===== config.mk =====
export PLATFORM = sky130hd
export DESIGN_NAME = bus_sequencer_flat
export DESIGN_NICKNAME = d
export VERILOG_FILES = /design/src/rtl/bus_sequencer_if.sv /design/src/rtl/bus_sequencer.sv /design/src/flat_wrapper.sv
export SDC_FILE = /design/constraint.sdc
export NUM_CORES = 1
export LEC_CHECK = 0
export CORE_AREA = 2 2 129 131
export DETAILED_ROUTE_END_ITERATION = 6
export DIE_AREA = 0 0 131 133
export PLACE_DENSITY_LB_ADDON = 0.1
export RECOVER_POWER = 100
export SKIP_CTS_REPAIR_TIMING = 1
export SLEW_MARGIN = 25
export SYNTH_ARGS = -nofsm -noshare
export SYNTH_HDL_FRONTEND = slang
export SYNTH_SLANG_ARGS = --single-unit

===== constraint.sdc =====
create_clock -name clk -period 4.4 [get_ports clk]
set_clock_uncertainty 0.05 [all_clocks]
set_input_delay 0.66 -clock clk [delete_from_list [all_inputs] [get_ports clk]]
set_output_delay 0.66 -clock clk [all_outputs]
set_load 0.05 [all_outputs]

===== src/rtl/bus_sequencer_if.sv =====
// Memory-mapped bus between the sequencer (master) and memory (slave).
// The master issues read/write. The slave stretches an access by holding waitrequest.
interface bus_sequencer_if;
    logic [31:0] address;
    logic        read;
    logic        write;
    logic [31:0] writedata;
    logic [3:0]  byteenable;
    logic        waitrequest;
    logic [31:0] readdata;

    modport master (
        output address, read, write, writedata, byteenable,
        input  waitrequest, readdata
    );

    modport slave (
        input  address, read, write, writedata, byteenable,
        output waitrequest, readdata
    );
endinterface


===== src/rtl/bus_sequencer.sv =====
// Multi-cycle fetch/execute bus sequencer: FETCH -> EXEC1 (optional load/store) -> EXEC2.
// Bus requests are built combinationally and frozen while the slave stretches an access.
module bus_sequencer (
    input  logic                   clk,
    input  logic                   rst,
    input  logic [31:0]            pc,
    input  logic [31:0]            data_addr,
    input  logic                   is_load,
    input  logic                   is_store,
    input  logic                   reg_write_req,
    input  logic                   halt,
    input  logic [31:0]            store_data,
    input  logic [3:0]             byteenable_in,
    bus_sequencer_if.master        bus,
    output logic [31:0]            instr,
    output logic [31:0]            load_data,
    output logic [1:0]             state,
    output logic                   stall,
    output logic                   pc_update,
    output logic                   reg_write_en,
    output logic                   active,
    output logic [31:0]            cycle_count
);

    typedef enum logic [1:0] {
        FETCH = 2'd0,
        EXEC1 = 2'd1,
        EXEC2 = 2'd2,
        HALT  = 2'd3
    } state_e;

    state_e      state_q;
    logic [31:0] instr_q;
    logic [31:0] load_data_q;
    logic [31:0] cycle_count_q;

    // Snapshot of a stalled request so the bus stays frozen even if the
    // upstream pc/data inputs move during the wait.
    logic        pend_q;
    logic        hold_rd_q;
    logic        hold_wr_q;
    logic [31:0] hold_addr_q;
    logic [31:0] hold_wdata_q;
    logic [3:0]  hold_be_q;

    logic        acc_rd_d;
    logic        acc_wr_d;
    logic [31:0] acc_addr_d;
    logic [31:0] acc_wdata_d;
    logic [3:0]  acc_be_d;
    logic        stall_d;

    always_comb begin
        acc_rd_d    = 1'b0;
        acc_wr_d    = 1'b0;
        acc_addr_d  = 32'd0;
        acc_wdata_d = 32'd0;
        acc_be_d    = 4'd0;
        if (pend_q) begin
            acc_rd_d    = hold_rd_q;
            acc_wr_d    = hold_wr_q;
            acc_addr_d  = hold_addr_q;
            acc_wdata_d = hold_wdata_q;
            acc_be_d    = hold_be_q;
        end else begin
            case (state_q)
                FETCH: begin
                    acc_rd_d   = 1'b1;
                    acc_addr_d = pc;
                    acc_be_d   = 4'hF;
                end
                EXEC1: begin
                    // Load wins when both are requested.
                    if (is_load || is_store) begin
                        acc_rd_d    = is_load;
                        acc_wr_d    = ~is_load;
                        acc_addr_d  = {data_addr[31:2], 2'b00};
                        acc_be_d    = byteenable_in;
                        acc_wdata_d = is_load ? 32'd0 : store_data;
                    end
                end
                default: ;
            endcase
        end
        if (rst) begin
            acc_rd_d = 1'b0;
            acc_wr_d = 1'b0;
        end
        stall_d = (acc_rd_d || acc_wr_d) && bus.waitrequest;
    end

    always_ff @(posedge clk) begin
        if (rst) begin
            state_q       <= FETCH;
            instr_q       <= 32'd0;
            load_data_q   <= 32'd0;
            cycle_count_q <= 32'd0;
            pend_q        <= 1'b0;
            hold_rd_q     <= 1'b0;
            hold_wr_q     <= 1'b0;
            hold_addr_q   <= 32'd0;
            hold_wdata_q  <= 32'd0;
            hold_be_q     <= 4'd0;
        end else begin
            if (state_q != HALT)
                cycle_count_q <= cycle_count_q + 32'd1;
            pend_q       <= stall_d;
            hold_rd_q    <= acc_rd_d;
            hold_wr_q    <= acc_wr_d;
            hold_addr_q  <= acc_addr_d;
            hold_wdata_q <= acc_wdata_d;
            hold_be_q    <= acc_be_d;
            case (state_q)
                FETCH: begin
                    if (!bus.waitrequest) begin
                        instr_q <= bus.readdata;
                        state_q <= EXEC1;
                    end
                end
                EXEC1: begin
                    if (acc_rd_d) begin
                        if (!bus.waitrequest) begin
                            load_data_q <= bus.readdata;
                            state_q     <= EXEC2;
                        end
                    end else if (acc_wr_d) begin
                        if (!bus.waitrequest)
                            state_q <= EXEC2;
                    end else begin
                        state_q <= EXEC2;
                    end
                end
                EXEC2:   state_q <= halt ? HALT : FETCH;
                default: state_q <= HALT;
            endcase
        end
    end

    assign bus.read       = acc_rd_d;
    assign bus.write      = acc_wr_d;
    assign bus.address    = acc_addr_d;
    assign bus.writedata  = acc_wdata_d;
    assign bus.byteenable = acc_be_d;

    assign stall        = stall_d;
    assign pc_update    = (state_q == EXEC2) && !rst;
    assign reg_write_en = (state_q == EXEC2) && reg_write_req && !rst;
    assign active       = (state_q != HALT);
    assign state        = state_q;
    assign instr        = instr_q;
    assign load_data    = load_data_q;
    assign cycle_count  = cycle_count_q;

endmodule


===== src/flat_wrapper.sv =====
// flat-port wrapper written by rule: the top's interface ports become plain ports
module bus_sequencer_flat 
  (clk, rst, pc, data_addr, is_load, is_store, reg_write_req, halt, store_data, byteenable_in, instr, load_data, state, stall, pc_update, reg_write_en, active, cycle_count, bus_address, bus_read, bus_write, bus_writedata, bus_byteenable, bus_waitrequest, bus_readdata);
  bus_sequencer_if bus_i ();
  input  logic clk;
  input  logic rst;
  input  logic [31:0] pc;
  input  logic [31:0] data_addr;
  input  logic is_load;
  input  logic is_store;
  input  logic reg_write_req;
  input  logic halt;
  input  logic [31:0] store_data;
  input  logic [3:0] byteenable_in;
  output logic [31:0] instr;
  output logic [31:0] load_data;
  output logic [1:0] state;
  output logic stall;
  output logic pc_update;
  output logic reg_write_en;
  output logic active;
  output logic [31:0] cycle_count;
  output wire logic [$bits(bus_i.address)-1:0] bus_address;
  output wire logic [$bits(bus_i.read)-1:0] bus_read;
  output wire logic [$bits(bus_i.write)-1:0] bus_write;
  output wire logic [$bits(bus_i.writedata)-1:0] bus_writedata;
  output wire logic [$bits(bus_i.byteenable)-1:0] bus_byteenable;
  input wire logic [$bits(bus_i.waitrequest)-1:0] bus_waitrequest;
  input wire logic [$bits(bus_i.readdata)-1:0] bus_readdata;
  assign bus_address = bus_i.address;
  assign bus_read = bus_i.read;
  assign bus_write = bus_i.write;
  assign bus_writedata = bus_i.writedata;
  assign bus_byteenable = bus_i.byteenable;
  assign bus_i.waitrequest = bus_waitrequest;
  assign bus_i.readdata = bus_readdata;
  bus_sequencer u_core (.clk(clk), .rst(rst), .pc(pc), .data_addr(data_addr), .is_load(is_load), .is_store(is_store), .reg_write_req(reg_write_req), .halt(halt), .store_data(store_data), .byteenable_in(byteenable_in), .bus(bus_i), .instr(instr), .load_data(load_data), .state(state), .stall(stall), .pc_update(pc_update), .reg_write_en(reg_write_en), .active(active), .cycle_count(cycle_count));
endmodule

==> results list <==
- The flow ran to the end, but the final reports show violations.
- Violated checks: capacitance limit, slew limit
- Counting every instance in the synthesized netlist gives between 800 and 900.
- Warning count from the yosys run: 0
- The congestion estimate from routability-driven global placement came to 0.806.
- In this design, the stage delay of the slowest critical-path cell is ~1 ns.
- Cell family with the largest share of critical-path delay: simple AND/OR/NAND/NOR gates
- Final Util: 66.6%
- Slew at the pin closest to its max-slew limit: 1.53 ns
- For this design the ratio of total power to cell area is around 400 mW/mm².
- For the worst-skew pair, the clock arrives at the later sink with an insertion delay of 0.42 ns.
* Width of the die: roughly 130 µm
* Number of max-cap violations: 1
- Library cell contributing the largest single delay on the critical path: nor2_1
- Share of layout cells above drive strength 1: 6.01%
* Distinct cell type count of the synthesized netlist: between 40 and 50
- After floorplanning, the core was divided into 47 placement rows.
- For the worst setup path, the data required time is approximately 3.7 ns.
- In the synthesized netlist the async set-or-reset flop fraction comes to 0%.
- Core Region: between 0.015 and 0.02 mm²
* Number of global-route vias before repair: about 6400
- The first global-routing pass estimated 33.7 mm of wire.
* TritonCTS clock tree: done
* Worst setup slack after layout: approximately 0.36 ns
- Data arrival, critical path: ~3.3 ns
* Share of power burned in registers: approximately two fifths
- After filler insertion, the fill cell instance count of the layout stands at roughly 1400.
- In the final routed layout, each cell accounts on average for ~17 µm.
* Via count: 7098
- Flip-flop and latch area: between 0.003 and 0.004 mm²
* Count of final setup violators: 0
* Number of levels in the clock H-tree: 4
- For the final routed database, the setup TNS stands at 0 ns.
- The routed design could run at a clock period as short as ~4.0 ns.
- Final Hold Vio Count: 0
- The final-report max-slew violation count is 34.
* Net load switching power: 0.00148 W
- Of the synthesized area, sequential elements account for roughly half.
* Most common cell after layout, fill and taps aside: dfxtp_1
- Compared with the post-synthesis result, the final layout area differs by 53.0%.
- Traced cell by cell, the critical path runs through nor2_1 -> clkbuf_1 -> a22oi_1 -> a21oi_1 -> clkbuf_1.
* Internal power contribution: 0.00286 W
- In this run switching power makes up 34.1% of total power.
- Average instance area after synthesis: 8.47 µm²
- In the layout the commonest cells are 168 x dfxtp_1, 150 x dlygate4sd3_1, 141 x nand2_1.
- Total routed wirelength: 22.4 mm
- Maximum number of pins on one net before global-route repair: 58
* Endpoint class of the critical path: output port
- The first detailed-routing pass took 5 iterations.
- Buffers inserted during clock tree synthesis total 17.
- OpenSTA, run right after detailed placement, puts the worst setup slack at about 0.85 ns.
* Post-route ant nets: 0
- Counting along the longest clock path gives a buffer depth of 2.
- The number of nets handed over by synthesis was about 1000.
- The worst setup path is launched from a flop.
- The clock network is responsible for a little over a third of the overall power.
- Worst rel slew slack: -1.70%
- Initial cell density of the core: between 40% and 50%
* Sum of internal, switching and leakage power: between 0.004 and 0.005 W
- Post-synthesis instance area: 0.00704 mm²
* Multi-input logic area: 0.00335 mm²
- The initial antenna violation count is 2.
* Clk root buf: clkbuf_16
* Layout net count: approximately 1200
- Sum of buffers and inverters on the critical path: 2
* Max VDD drop: roughly 270 µV
* Leakage Power: roughly 4.5 nW
- Die Ht: ~130 µm
- Setup repair after global routing missed its margin: false
* I/O pin count: 311
- The HPWL after detailed placement is around 16 mm.
- GR Util All Layers: about a quarter
- Port Buf Inserts: roughly 310
* Total die area: 0.0174 mm²
- Among all flip-flop cells after synthesis, the most frequent one is dfxtp_1.
* Total grt overflow: 0
- Sink count of the clock tree: around 170
- Post-detailed-route DRC marker count: 0
* Synthesis-stage register bit count: approximately 170
- After clock tree synthesis, the clock-pin slew on the worst setup and hold paths is ~0.070 ns.
- Of the total power, combinational logic draws approximately a quarter.
- Kind of critical path: reg -> out
- In the routed layout, each cell is associated on average with a via count of roughly 5.3.
- Library cell appearing most often on the critical path: clkbuf_1
- Final worst-path cycle share: between 90% and 100%
- The first routing iteration left approximately 340 violations.
- F_max: 248 MHz
* Class of the tightest hold or removal check: reg -> reg
- Yosys mapped a number of flops with a built-in enable equal to 0.
* Biggest fanout along the worst timing path: 15
==> cells in the mapped netlist, types with 2 or more instances <==
cell	instances	area share (%)
buf_4	2	0.21
a31o_2	2	0.25
nor4_1	7	0.62
a21oi_1	91	6.5
nand2_1	141	7.5
a22oi_1	23	2.5
o31a_1	2	0.25
nand4_1	11	0.98
xor2_1	6	0.75
mux2_2	2	0.32
o21ai_0	8	0.57
o21a_1	4	0.43
nand3_1	46	3.3
nor2b_1	4	0.36
nor3_1	4	0.28
a211oi_1	26	2.8
clkinv_1	3	0.16
or3_1	7	0.62
nand2b_1	4	0.36
dfxtp_1	169	48
or4_1	9	0.96
and4_1	5	0.62
clkbuf_1	65	3.5
and2_1	36	3.2
xnor2_1	6	0.75
and3_1	4	0.36
o31ai_1	7	0.75
a32o_1	8	1.1
o211ai_1	32	3.4
nor2_1	49	2.6
a22o_1	33	4.1
inv_1	2	0.11
==> through the flow <==
step / hold slack [ns] / area (µm²) / instances
after floorplan: 0.398 / 7040 / 831
after global placement: 0.390 / 10300 / 1303
after detailed placement: 0.397 / 10300 / 1303
after CTS: 0.405 / 10900 / 1335
after global routing: 0.422 / 10800 / 1336
final: 0.400 / 10800 / 1336
==> registers in the layout (all words and copies together) (netlist names) <==
signal,count
u_core.hold_be_q,4
u_core.hold_rd_q,1
u_core.hold_wdata_q,32
u_core.hold_addr_q,32
u_core.hold_wr_q,1
u_core.state,2
u_core.pend_q,1
u_core.load_data,32
u_core.instr,32
u_core.cycle_count,32
==> tightest hold or removal path, delay by kind of cell (launching register included) <==
kind | cells | cell delay [ns]
AOI/OAI and AO/OA | 1 | 0.05
DFF | 1 | 0.31
and+or+nand+nor | 1 | 0.05
==> power by group through the flow <==
stage / combinational [W] / clock [W] / sequential, W
finish: 0.00115 / 0.00152 / 0.00167
global route: 0.00123 / 0.00161 / 0.00168
CTS: 0.00125 / 0.00155 / 0.00167
detailed placement: 0.00125 / 0 / 0.00171
global placement: 0.00124 / 0 / 0.00170
floorplan: 0.000608 / 0 / 0.00183
==> per-layer routing <==
metal | share of wire [%] | vias up | global-route usage (%)
met3 | 10 | 20 | 10.1
li1 | - | 3533 | -
met2 | 47 | 263 | 39.8
met4 | 0.99 | 2 | 6.26
met1 | 41 | 3280 | 30.0
met5 | 0.058 | - | 0
==> cell type report <==
type | count | share of cell area, %
Clock inverter | 14 | 1.52
Tap cell | 220 | 2.55
Inverter | 5 | 0.174
Antenna cell | 1 | 0.0232
Multi-Input combinational cell | 587 | 31.1
Sequential cell | 169 | 31.4
Timing Repair Buffer | 322 | 29.1
Clock buffer | 18 | 4.08
==> kinds of logic (layout without fill, tap and decap cells) <==
logic type | Yosys count | after routing | synth area share (%)
flip-flops | 169 | 169 | 48.1
AND/OR/NAND/NOR | 332 | 332 | 22.4
adder cells (fa/ha/maj) | 1 | 1 | 0.178
other | 0 | 1 | 0
multiplexers | 3 | 3 | 0.533
XOR/XNOR | 12 | 12 | 1.49
buffers and inverters | 75 | 359 | 4.23
AO/OA/AOI/OAI | 239 | 239 | 23.1
==> path summary, 6_finish.rpt <==
path	slack (ns)	start	cells after the start	end
worst min register to register	0.40	u_core.instr[1]	2	u_core.instr[1]
worst min-delay path	0.40	u_core.instr[1]	2	u_core.instr[1]
worst max-delay path	0.36	u_core.state[1]	5	bus_address[6]
worst max register to register	1.06	u_core.pend_q	5	u_core.load_data[18]
Note: power is estimated with default switching activity, not from simulation.
